[src/rtl/sa2_result_drain_if.sv]
// Byte stream from the result drain to its consumer.
// The master side drives one beat per transfer and the slave side returns ready.
interface sa2_result_drain_if;
  logic       out_valid;
  logic       out_ready;
  logic [7:0] out_data;
  logic [2:0] out_idx;
  logic       out_last;

  modport master (output out_valid, out_data, out_idx, out_last, input out_ready);
  modport slave  (input out_valid, out_data, out_idx, out_last, output out_ready);
endinterface

[src/rtl/sa2_result_drain.sv]
// Captures c11..c22 on each done_sa2 rise, appends their max-pool value and streams
// the five bytes out through a 2-deep set FIFO. Define RELU_EN to clamp negative results to 0.
module sa2_result_drain #(
  parameter int DEPTH = 2
) (
  input  logic               clk,
  input  logic               rst,
  input  logic               done_sa2,
  input  logic [7:0]         c11,
  input  logic [7:0]         c12,
  input  logic [7:0]         c21,
  input  logic [7:0]         c22,
  sa2_result_drain_if.master ob,
  output logic               busy,
  output logic               overflow
);
  localparam int         NB   = 5;
  localparam logic [1:0] FULL = 2'(DEPTH);
  localparam logic [2:0] LAST = 3'(NB - 1);

  typedef struct packed {
    logic [NB-1:0][7:0] b;
  } entry_t;

  typedef enum logic {IDLE, SEND} st_t;

  st_t                st;
  logic               done_q, armed;
  logic               wp, rp;
  logic [1:0]         cnt, cnt_nxt;
  entry_t [DEPTH-1:0] mem;
  logic [3:0][7:0]    raw, val;
  logic [7:0]         mx;
  entry_t             new_e, nxt_head;
  logic               ev, full, xfer, pop, push;
  logic [2:0]         beat_nx;

  assign raw = {c22, c21, c12, c11};

  for (genvar i = 0; i < 4; i++) begin : g_lane
`ifdef RELU_EN
    assign val[i] = raw[i][7] ? 8'h00 : raw[i];
`else
    assign val[i] = raw[i];
`endif
  end

  always_comb begin
    mx = val[0];
    for (int i = 1; i < 4; i++)
      if (val[i] > mx) mx = val[i];
  end

  assign new_e = entry_t'({mx, val});

  // armed stays low until done_sa2 is seen low, so a level held across reset release is ignored
  assign ev      = done_sa2 & ~done_q & armed;
  assign full    = (cnt == FULL);
  assign xfer    = ob.out_valid & ob.out_ready;
  assign pop     = xfer & (ob.out_idx == LAST);
  assign push    = ev & (~full | pop);
  assign cnt_nxt = cnt + {1'b0, push} - {1'b0, pop};
  assign beat_nx = ob.out_idx + 3'd1;

  // With one set left, the follow-on head can only be the one being written this cycle
  assign nxt_head = (cnt == 2'd1) ? new_e : mem[~rp];

  assign busy = (cnt != 2'd0) | ob.out_valid;

  always_ff @(posedge clk or negedge rst) begin
    if (!rst) begin
      done_q       <= 1'b0;
      armed        <= 1'b0;
      wp           <= 1'b0;
      rp           <= 1'b0;
      cnt          <= 2'd0;
      mem          <= '0;
      overflow     <= 1'b0;
      st           <= IDLE;
      ob.out_valid <= 1'b0;
      ob.out_data  <= 8'h00;
      ob.out_idx   <= 3'd0;
      ob.out_last  <= 1'b0;
    end else begin
      done_q <= done_sa2;
      armed  <= armed | ~done_sa2;
      cnt    <= cnt_nxt;
      if (push) begin
        mem[wp] <= new_e;
        wp      <= ~wp;
      end
      if (pop) rp <= ~rp;
      if (ev & full & ~pop) overflow <= 1'b1;

      if (st == IDLE) begin
        if (cnt != 2'd0) begin
          st           <= SEND;
          ob.out_valid <= 1'b1;
          ob.out_data  <= mem[rp].b[0];
          ob.out_idx   <= 3'd0;
          ob.out_last  <= 1'b0;
        end
      end else if (xfer) begin
        if (ob.out_idx != LAST) begin
          ob.out_data <= mem[rp].b[beat_nx];
          ob.out_idx  <= beat_nx;
          ob.out_last <= (beat_nx == LAST);
        end else if (cnt_nxt != 2'd0) begin
          ob.out_data <= nxt_head.b[0];
          ob.out_idx  <= 3'd0;
          ob.out_last <= 1'b0;
        end else begin
          st           <= IDLE;
          ob.out_valid <= 1'b0;
          ob.out_data  <= 8'h00;
          ob.out_idx   <= 3'd0;
          ob.out_last  <= 1'b0;
        end
      end
    end
  end
endmodule
[src/flat_wrapper.sv]
// flat-port wrapper written by rule: the top's interface ports become plain ports
module sa2_result_drain_flat 
#(
  parameter int DEPTH = 2
)
  (clk, rst, done_sa2, c11, c12, c21, c22, busy, overflow, ob_out_valid, ob_out_data, ob_out_idx, ob_out_last, ob_out_ready);
  sa2_result_drain_if ob_i ();
  input  logic clk;
  input  logic rst;
  input  logic done_sa2;
  input  logic [7:0] c11;
  input  logic [7:0] c12;
  input  logic [7:0] c21;
  input  logic [7:0] c22;
  output logic busy;
  output logic overflow;
  output wire logic [$bits(ob_i.out_valid)-1:0] ob_out_valid;
  output wire logic [$bits(ob_i.out_data)-1:0] ob_out_data;
  output wire logic [$bits(ob_i.out_idx)-1:0] ob_out_idx;
  output wire logic [$bits(ob_i.out_last)-1:0] ob_out_last;
  input wire logic [$bits(ob_i.out_ready)-1:0] ob_out_ready;
  assign ob_out_valid = ob_i.out_valid;
  assign ob_out_data = ob_i.out_data;
  assign ob_out_idx = ob_i.out_idx;
  assign ob_out_last = ob_i.out_last;
  assign ob_i.out_ready = ob_out_ready;
  sa2_result_drain #(.DEPTH(DEPTH)) u_core (.clk(clk), .rst(rst), .done_sa2(done_sa2), .c11(c11), .c12(c12), .c21(c21), .c22(c22), .ob(ob_i), .busy(busy), .overflow(overflow));
endmodule
[config.mk]
export PLATFORM = sky130hd
export DESIGN_NAME = sa2_result_drain_flat
export DESIGN_NICKNAME = d
export VERILOG_FILES = /design/src/rtl/sa2_result_drain_if.sv /design/src/rtl/sa2_result_drain.sv /design/src/flat_wrapper.sv
export SDC_FILE = /design/constraint.sdc
export NUM_CORES = 1
export LEC_CHECK = 0
export ABC_AREA = 1
export CAP_MARGIN = 40
export CORE_MARGIN = 2
export CORE_UTILIZATION = 30
export DETAILED_ROUTE_END_ITERATION = 8
export GPL_TIMING_DRIVEN = 0
export HOLD_SLACK_MARGIN = 0.08
export PLACE_DENSITY = 0.57
export SKIP_LAST_GASP = 1
export SYNTH_ARGS = -nofsm -noshare
export SYNTH_HDL_FRONTEND = slang
export SYNTH_SLANG_ARGS = --single-unit
[constraint.sdc]
create_clock -name clk -period 5.7 [get_ports clk]
set_input_delay 0.855 -clock clk [delete_from_list [all_inputs] [get_ports clk]]
set_output_delay 0.855 -clock clk [all_outputs]
set_load 0.05 [all_outputs]
Yosys cells after proc, flatten, opt, wreduce, memory -nomap -nowiden
Cells that the tools add are included.
{"block": "word_totals", "ff_bits": 101, "latch_bits": 0, "ramBits": 0, "rom_bits": 0, "input_bits": 36, "mem_count": 0}
{"block": "classes", "n_addsub": 3, "multipliers": 0, "div": 0, "order_cmp": 8, "eq_ne": 8, "n_shift": 0, "muxes": 36, "bitwise": 16, "n_reduce_logical": 6}
{"cell": "$mux W40", "count": 3}
{"cell": "$mux W8", "count": 12}
{"cell": "$bwmux W80", "count": 1}
{"cell": "$demux W40 S1", "count": 1}
{"cell": "$bmux W8 S3", "count": 1}
{"cell": "$gt A8 B8 Y1", "count": 3}
{"cell": "$mux W1", "count": 14}
{"cell": "$mux W3", "count": 4}
{"cell": "$and A1 B1 Y1", "count": 7}
{"cell": "$eq A3 B3 Y1 const B", "count": 2}
{"cell": "$lt A1 B2 Y1 const B", "count": 3}
{"cell": "$ne A2 B2 Y1 const B", "count": 3}
{"cell": "$not A1 Y1", "count": 6}
{"cell": "$reduce_bool A2 Y1", "count": 3}
{"cell": "$lt A3 B4 Y1 const B", "count": 1}
{"cell": "$reduce_and A4 Y1", "count": 1}
{"cell": "$add A3 B1 Y3 const B", "count": 1}
{"cell": "$ne A3 B3 Y1 const B", "count": 1}
{"cell": "$or A1 B1 Y1", "count": 3}
{"cell": "$add A2 B1 Y2", "count": 1}
{"cell": "$eq A2 B1 Y1 const B", "count": 1}
{"cell": "$eq A2 B2 Y1 const B", "count": 1}
{"cell": "$reduce_and A2 Y1", "count": 1}
{"cell": "$sub A2 B1 Y2", "count": 1}
{"cell": "2 further kinds", "count": 2}

Logic depth before layout (Yosys ltp)
{"block": "depth", "depth_word": 11, "mapped_depth": 33}

Worst setup path before layout
No wires, ideal clock.
{"block": "synth_path", "path_kind": "in2reg", "start": "input c11[7]", "end": "register u_core.mem[38] (netlist bit)", "setup_time_ns": 0.117, "arrival_time_ns": 4.150, "path_slack_ns": 1.433, "cell_stages": 29, "path_cell_list": "inv_1 -> ha_1 -> nand2_1 -> nor2_1 -> nand2_1 -> nand2_2 -> nand2_2 -> nand2_1 -> nand2_1 -> ha_1 -> inv_1 -> o21bai_1 -> nand2_1 -> nand2_1 -> nand2_1 -> nand2_1 -> nand2_2 -> inv_1 -> nand2_1 -> and2_1 -> ha_1 -> nand2_1 -> o21ai_0 -> a21o_1 -> nand2_2 -> buf_6 -> or2_2 -> nand3_1 -> nand2_1"}
{"block": "synth_via", "elab_chain_len": 7}
{"item": "start, declared", "line": "flat_wrapper.sv:11", "rtl": "input logic [7:0] c11;"}
{"item": "$gt A8 B8 Y1", "line": "sa2_result_drain.sv:51", "rtl": "if (val[i] > mx) mx = val[i];"}
{"item": "$mux W8 *", "line": "sa2_result_drain.sv:51"}
{"item": "$gt A8 B8 Y1", "line": "sa2_result_drain.sv:51"}
{"item": "$mux W8 *", "line": "sa2_result_drain.sv:51"}
{"item": "$gt A8 B8 Y1", "line": "sa2_result_drain.sv:51"}
{"item": "$mux W8 *", "line": "sa2_result_drain.sv:51"}
{"item": "$bwmux W80 *", "line": "sa2_result_drain.sv:89", "rtl": "mem[wp] <= new_e;"}
{"item": "end signal, assigned by index", "line": "sa2_result_drain.sv:89"}
{"item": "end, declared", "line": "sa2_result_drain.sv:31", "rtl": "entry_t [DEPTH-1:0] mem;"}
Every way passes the cells marked *; elsewhere a longest branch is shown, timed or not.
A chain may end at the register's enable or synchronous reset.

Worst setup path after layout
{"block": "layout_path", "start": "input c11[7]", "end": "register u_core.mem[79] (netlist bit)"}
Same word-level chain as after synthesis.

==> flow_summary.json <==
{
  "status": "completed",
  "io_pins": 51,
  "routed_via_density": 4.861,
  "grt_antenna_before_repair": 0,
  "ant_nets": 0,
  "cts.reportedPaths.clkPinSlew_ns": 0.07,
  "remaining_drc_errors": 0,
  "ff_latch_area_sq_um": 2527,
  "syn-instance-count": 792,
  "yosys_most_used_dff": "dfrtp_1",
  "start_util_pct": 30.53,
  "maxCapViolCount": 0,
  "area_delta_synth_final_pct": 19.25,
  "place_inst": 1108,
  "clkSinkCount": 101,
  "power_density_nw_per_um2": 553.3,
  "detail_route.wl_per_cell_um": 16.83,
  "worstReg2RegStart": "u_core.ob.out_idx[0]",
  "grt_use_total_pct": 19.25,
  "fillCellCount": 2154,
  "start_kind": "input port",
  "crit_fanout": 10,
  "setup_violations": 0,
  "synth_edf_count": 0,
  "root_buffer": "clkbuf_16",
  "cp_data_required_time_ns": 5.95,
  "post_cts_buffers": 0,
  "drive_above_1_share_pct": 9.197,
  "min_period_ns": 5.126,
  "die_h_um": 144.5,
  "die-area_sq_um": 20880,
  "grt_pass1_vias": 5296,
  "cts_buffer_depth": 2,
  "die_x_um": 144.5,
  "grt_overflow": 0,
  "crit_top_cell": "nand2_1",
  "placementRows": 51,
  "yosysUniqueCellTypes": 34,
  "power_mw": 3.908,
  "syn_avg_cell_area_sq_um": 7.477,
  "worst_clock_skew_ns": 0.01209,
  "drv_slew": 0,
  "grt_pass1_wl_um": 29980,
  "core_sq_um": 19400,
  "fin_cells": 1124,
  "startpoint": "c11[7]",
  "cts_tree": "built",
  "synth-seq-area-share_pct": 42.68,
  "slew_headroom_pct": 47.14,
  "rsz0062_at_grt": "no",
  "dp_hpwl_um": 14000,
  "cp_slowest_cell": "clkdlybuf4s50_1",
  "cts_buffers": 9,
  "finalHoldViolCount": 0,
  "synth-seq-cells": 101,
  "reg2reg_slack_ns": 2.62,
  "fmax_ghz": 0.1951,
  "cts.repair.resized": 0,
  "p_leak_nw": 3.551,
  "final_util_pct": 36.40,
  "slowest_delay_ns": 0.54,
  "vias": 5464,
  "cts_hold_buf": 0,
  "endpoint_kind": "register",
  "yosysWarnings": 0,
  "gp_congestion": 0.9126,
  "portBuffers": 50,
  "tightest_slew_ns": 0.7929,
  "first_pass_iters": 5,
  "n_antenna_cell": 0,
  "first_iter_violations": 482,
  "nets": 919,
  "period_share_pct": 89.93,
  "multiInputGateArea_sq_um": 2959,
  "hold_path.startpoint": "u_core.armed",
  "synth_nets": 857,
  "peakVddDrop_mv": 0.2029,
  "clk_latency_ns": 0.36,
  "totalWireLength_um": 18920,
  "cts_max_level": 3,
  "grt_max_degree": 59,
  "arrival_ns": 5.38,
  "async_flop_share_pct": 100.0,
  "critPathKind": "input port to register",
  "worstHoldPathType": "register to register",
  "syn_area_sq_um": 5922
}
cell usage in the layout, fill, tap and decap left out, drive strengths merged:
cell type,instances
nand2,304
dfrtp,101
o21ai,91
inv,60
nand3,53
clkdlybuf4s50,49
nor2,38
a21oi,30
buf,30
ha,29
clkbuf,16
o211ai,13
or2,11
o22ai,8
and2,7
a21o,3
nand4,3
clkinv,3
xor2,2
clkinvlp,2
nand3b,2
o21bai,1
o21a,1
nor3,1
mux2i,1
worst paths after layout:
check	cells after the start	end
max	29	u_core.mem[79]
min	2	u_core.armed
max reg2reg	18	u_core.ob.out_data[3]
min reg2reg	2	u_core.armed
max in group asynchronous	2	u_core.mem[25]
min in group asynchronous	1	u_core.mem[42]
cells in the mapped netlist (6+ instances only):
master | n | area (sq um)
a21oi_1 | 29 | 145.1
and2_1 | 7 | 43.79
buf_2 | 16 | 80.08
buf_4 | 7 | 52.55
dfrtp_1 | 101 | 2527
ha_1 | 29 | 362.9
inv_1 | 52 | 195.2
inv_2 | 6 | 22.52
nand2_1 | 297 | 1115
nand3_1 | 53 | 265.3
nor2_1 | 35 | 131.4
o211ai_1 | 13 | 97.59
o21ai_0 | 76 | 380.4
o21ai_1 | 15 | 75.07
o22ai_1 | 8 | 50.05
or2_2 | 11 | 68.82
power by group:
group	switching [mW]	internal (mW)
clock network	0.302	0.302
logic	1.38	0.692
registers	0.189	1.05
flip-flops by register name, summed over array words and instances, names as in the netlist:
signal               flops
u_core.ob.out_idx        3
u_core.st                1
u_core.done_q            1
u_core.rp                1
u_core.ob.out_data       8
u_core.mem              80
u_core.overflow          1
u_core.wp                1
u_core.armed             1
u_core.cnt               2
u_core.ob.out_last       1
u_core.ob.out_valid      1
layout make-up:
class	instances	area share (%)
Sequential cell	101	35.79
Tap cell	265	4.695
Buffer	35	3.083
Clock inverter	7	0.8150
Multi-Input combinational cell	598	41.90
Clock buffer	9	3.189
Timing Repair Buffer	51	7.442
Inverter	58	3.083
critical path: cells and delay by family:
kind | cells | cell delay [ns]
AOI/OAI and AO/OA | 3 | 0.46
adders and majority gates | 3 | 0.77
buffers and inverters | 5 | 1.12
and+or+nand+nor | 18 | 2.18
per-stage QoR:
step	setup WS (ns)	instance area, sq um	hold slack (ns)	TNS (ns)
3_5_place_dp	0.1959	6779	0.4498	0
2_1_floorplan	1.433	5922	0.4266	0
5_1_grt	0.1282	7062	0.4914	0
6_report	0.5743	7062	0.4712	0
3_3_place_gp	-0.3011	6754	0.4374	-29.06
4_1_cts	0.5563	7062	0.4700	0
cell families after synthesis:
kind of cell / share of synthesized area (%)
AOI/OAI and AO/OA: 13.42
adders and majority gates: 6.127
and+or+nand+nor: 29.96
buffers and inverters: 7.353
xor gates and xnor gates: 0.2958
DFF: 42.68
muxes: 0.1690
per-layer routing:
layer	routed length [um]	up-vias	part of all wire (%)	GRT usage, %
met1	8727	2563	46	25.81
met3	1009	31	5.3	3.510
met4	471	0	2.5	6.336
met2	8710	174	46	31.43
li1	-	2696	-	-
met5	0	-	0	0
Power figures use the tool's default switching activity.
==> edit 1: new RTL, same settings <==
`DEPTH` is set to 2 in 2 places; all go to 4.
--- a/src/rtl/sa2_result_drain.sv
+++ b/src/rtl/sa2_result_drain.sv
@@ -2,5 +2,5 @@
 // the five bytes out through a 2-deep set FIFO. Define RELU_EN to clamp negative results to 0.
 module sa2_result_drain #(
-  parameter int DEPTH = 2
+  parameter int DEPTH = 4
 ) (
   input  logic               clk,
--- a/src/flat_wrapper.sv
+++ b/src/flat_wrapper.sv
@@ -2,5 +2,5 @@
 module sa2_result_drain_flat 
 #(
-  parameter int DEPTH = 2
+  parameter int DEPTH = 4
 )
   (clk, rst, done_sa2, c11, c12, c21, c22, busy, overflow, ob_out_valid, ob_out_data, ob_out_idx, ob_out_last, ob_out_ready);
Function: changed (Yosys sat finds a counterexample within 4 cycles, from zero or initial values and one cycle with rst low).
==> edit 1 against the original RTL <==
  * Fmax fell by 1.8%
  * Via count fell by 1.1%
  * Clock power shrank 7.6%
  * Wire length down 4.5%
  * Worst setup slack got worse by 92 ps
  * Total power down 4.4%
  * Die area down 0.10%
  * Final area shrank 0.50%
  * Cell count fell by 0.53%
  * Global-route usage decreased by 1.0 points
  * Clock skew decreased by 6.0 ps
  * Sequential cell count is the same
  * Area after synthesis shrank 0.11%
  * Critical endpoint unchanged
  * Largest cell class unchanged
==> edit 1: results (changes against the original RTL) <==
fraction of synthesized area in multiplexers: 0.169% (+0.00018 points)
total number of H-tree levels: 3 (unchanged)
number of instances in the placed design: 1102 (-0.54%)
maximum cell stage delay along the critical path: 560 ps (+20 ps)
Leak Pwr: 3.51 nW (-1.0%)
count of unique library cells instantiated by Yosys: 35 (+2.9%)
synthesized area per cell: 7.53 µm² (+0.66%)
Data arrival, critical path: 5450 ps (+70 ps)
clk_lat worst skew: 350 ps
logic depth of the worst register-to-register path: 15 (-3)
Warnings, synthesis: 0 (unchanged)
Met2 Wirelength: 8.05 mm (-7.6%)
met2 Track Usage GR: 28.7% (-2.8 points)
maximum number of pins on one net before global-route repair: 53 (-10%)
vias after detailed routing: 5403 (-1.1%)
final-layout fill cell count: 2132 (-1.0%)
placed instance area: 0.00677 mm² (about the same)
leading cell types by count after synthesis: nand2_1, dfrtp_1, nand3_1
routed wl met3: 798 µm (-21%)
internal portion of total power: 2.00 mW (-2.0%)
first-pass GRT wire length: 28.8 mm (-4.1%)
Placer Congestion: 0.868 (-4.9%)
nets in the synthesized netlist: 851 (-0.70%)
met3 track utilization from global routing: 2.38% (-1.1 points)
Post-layout nets: 913 (-0.65%)
growth of design area from synthesis to finish: 18.8%
compound-gate portion of the synthesized area: 12.0% (-1.4 points)
peak supply drop: 178 µV (-12%)
endpoints failing setup: 0 (unchanged)
clock tree root driver cell: clkbuf_16
Tot GR Track Use: 18.2% (-1.0 points)
pre-CTS worst setup slack: 178 ps (-17.4 ps)
cts bufs inserted: 9 (unchanged)
post-cts repair resize count: 0 (unchanged)
IO Port Bufs: 50 (unchanged)
total routed wirelength: 18.1 mm (-4.5%)
relative slew slack: 54.8% (+7.6 points)
status: finished clean
met1 layer wirelength in the final routing: 8.81 mm (+0.97%)
Max FO, Critical Path: 10 (unchanged)
detailed placer's ending HPWL: 13.9 mm (-0.97%)
adder and majority cell fraction of the synthesized area: 6.13% (+0.0065 points)
number of cells on the worst hold path: 2 (unchanged)
portion of the post-synthesis area used by sequential elements: 42.7% (+0.045 points)
number of global-route vias before repair: 5269 (-0.51%)
via/cell ratio: 4.83 (-0.59%)
global-route met1 utilization: 26.1% (+0.27 points)
xor/xnor cell area share of the yosys netlist: 0.296% (+0.00031 points)
count of routing violations after the opening detailed-route iteration: 421 (-13%)
fraction of final layout cells sized beyond drive strength 1: 9.26% (+0.065 points)
Synth area leaders: dfrtp_1, nand2_1, ha_1
worst clock skew: 6.11 ps (-5.98 ps)
Reg clk slew, reported paths: 60 ps
[edit 1: cell count changes in the layout (fill, tap and decap cells not counted), sizes merged, moves of 3 or more]
cell / before / now
inv: 60 / 67
o21ai: 91 / 76
nand4: 3 / 10
nand2: 304 / 293
o22ai: 8 / 3
nor2: 38 / 33
a21oi: 30 / 25
o211ai: 13 / 16
o221ai: 0 / 4
nand3: 53 / 69
[edit 1: cell type report]
type | count | share of cell area, %
Buffer | 33 | 2.90
Sequential cell | 101 | 36.0
Clock inverter | 2 | 0.142
Timing Repair Buffer | 51 | 7.48
Tap cell | 265 | 4.72
Clock buffer | 14 | 3.47
Multi-Input combinational cell | 585 | 41.7
Inverter | 67 | 3.58
[edit 1: power by group through the flow]
| stage | sequential, mW | clock [mW] | combinational (mW) |
|---|---|---|---|
| global route | 1.27 | 0.595 | 2.17 |
| global placement | 1.24 | 0 | 1.91 |
| finish | 1.24 | 0.558 | 1.94 |
| detailed placement | 1.24 | 0 | 1.93 |
| floorplan | 1.33 | 0 | 1.22 |
| CTS | 1.23 | 0.567 | 1.94 |
[edit 1: path summary, 6_finish.rpt]
path | start | to | slack (ps)
worst max-delay path | c11[6] | u_core.mem[79]$_DFFE_PN0P_ | 480
max in group asynchronous | rst | u_core.mem[25]$_DFFE_PN0P_ | 4460
min in group asynchronous | rst | u_core.armed$_DFF_PN0_ | 540
worst max register to register | u_core.ob.out_idx[0]$_DFFE_PN0P_ | u_core.ob.out_data[7]$_DFFE_PN0P_ | 2840
worst min-delay path | u_core.armed$_DFF_PN0_ | u_core.armed$_DFF_PN0_ | 460
worst min register to register | u_core.armed$_DFF_PN0_ | u_core.armed$_DFF_PN0_ | 460
==> edit 2: new RTL, same settings <==
Made on the original files. Put one more register stage on the output `overflow`, without a reset. The value now appears one clock later. The other outputs are not delayed to match.
--- a/src/rtl/sa2_result_drain.sv
+++ b/src/rtl/sa2_result_drain.sv
@@ -24,4 +24,6 @@
 
   typedef enum logic {IDLE, SEND} st_t;
+
+  logic overflow_s0;
 
   st_t                st;
@@ -76,5 +78,5 @@
       cnt          <= 2'd0;
       mem          <= '0;
-      overflow     <= 1'b0;
+      overflow_s0  <= 1'b0;
       st           <= IDLE;
       ob.out_valid <= 1'b0;
@@ -91,5 +93,5 @@
       end
       if (pop) rp <= ~rp;
-      if (ev & full & ~pop) overflow <= 1'b1;
+      if (ev & full & ~pop) overflow_s0 <= 1'b1;
 
       if (st == IDLE) begin
@@ -120,3 +122,7 @@
     end
   end
+  always_ff @(posedge clk) begin
+    overflow <= overflow_s0;
+  end
+
 endmodule
Function: changed (a bounded check fails within 10 cycles, from zero or initial values and one cycle with rst low).
==> edit 2 against the original RTL <==
  * Area after synthesis up 0.34%
  * Total power increased by 2.0%
  * Final area is 0.83% higher
  * Non-clock buffer count unchanged
  * Worst setup slack improved by 5.3 ps
  * Wire length down 2.4%
  * Count of clock-buffer cells in the layout did not move
  * Sequential cell count increased by 1
  * Critical path type unchanged
  * Largest cell class unchanged
==> edit 2: results (changes against the original RTL) <==
launch instance of the worst min-delay path: u_core.overflow_s0$_DFFE_PN0P_
xor/xnor cell area share of the yosys netlist: 0.295% (-0.0010 points)
setup slack of the worst register-to-register path: 2640 ps (+20 ps)
Synth area leaders: dfrtp_1, nand2_1, o21ai_0
relative area of clock buffers and inverters in the final design: 4.52% (+0.51 points)
Met2 Wirelength: 8.55 mm (-1.8%)
met1 layer wirelength in the final routing: 8.68 mm (-0.56%)
number of register bits inferred by synthesis: 102 (+0.99%)
share of synthesized flip-flops with an asynchronous set or reset: 99.0% (-0.98 points)
routed wl met3: 889 µm (-12%)
worst clock skew: 5.63 ps (-6.45 ps)
final-layout fill cell count: 2078 (-3.5%)
nets in the synthesized netlist: 858 (+0.12%)
Placer Congestion: 0.912 (about the same)
compound-gate portion of the synthesized area: 13.4% (-0.045 points)
fraction of synthesized area in multiplexers: 0.168% (-0.00057 points)
met3 track utilization from global routing: 3.13% (-0.38 points)
proportion of cell area occupied by multi-input gates: 41.6% (-0.35 points)
fraction of final layout cells sized beyond drive strength 1: 9.19% (-0.011 points)
portion of the post-synthesis area used by sequential elements: 42.9% (+0.19 points)
count of unique library cells instantiated by Yosys: 35 (+2.9%)
clock group total power: 680 µW (+13%)
portion of the layout cell area used by non-clock buffers: 10.4% (-0.087 points)
peak supply drop: 199 µV (-2.1%)
global-route met1 utilization: 26.1% (+0.24 points)
Leak Pwr: 3.57 nW (+0.63%)
Data arrival, critical path: 5370 ps (about the same)
termination of the worst setup path: u_core.mem[78]$_DFFE_PN0P_
status: finished clean
adder and majority cell fraction of the synthesized area: 6.11% (-0.021 points)
share of the final layout cell area in sequential cells: 35.8% (about the same)
## edit 2: changes by cell type after synthesis, sizes merged
cell and change:
dfxtp +1
## edit 2: worst reg2reg max path: cells and delay by family, from the launching register on
family	cells	cell delay, ps
buffers and inverters	5	730
DFF	1	410
and+or+nand+nor	11	1280
adders and majority gates	2	540
## edit 2: worst min path at each step
stage                               to  slack (ps)  cells after the start
3_5_place_dp   u_core.overflow$_DFF_P_         360                      0
3_3_place_gp   u_core.overflow$_DFF_P_         350                      0
5_1_grt        u_core.overflow$_DFF_P_         380                      0
6_report       u_core.overflow$_DFF_P_         370                      0
4_1_cts        u_core.overflow$_DFF_P_         370                      0
2_1_floorplan  u_core.overflow$_DFF_P_         350                      0
## edit 2: stage by stage
step	total power, mW	hold slack (ps)	area [µm²]	instances
6_report	3.99	369	7120	1125
4_1_cts	3.98	372	7120	1125
2_1_floorplan	2.62	349	5940	793
3_5_place_dp	3.30	355	6800	1109
5_1_grt	4.31	377	7120	1125
3_3_place_gp	3.27	354	6770	1108
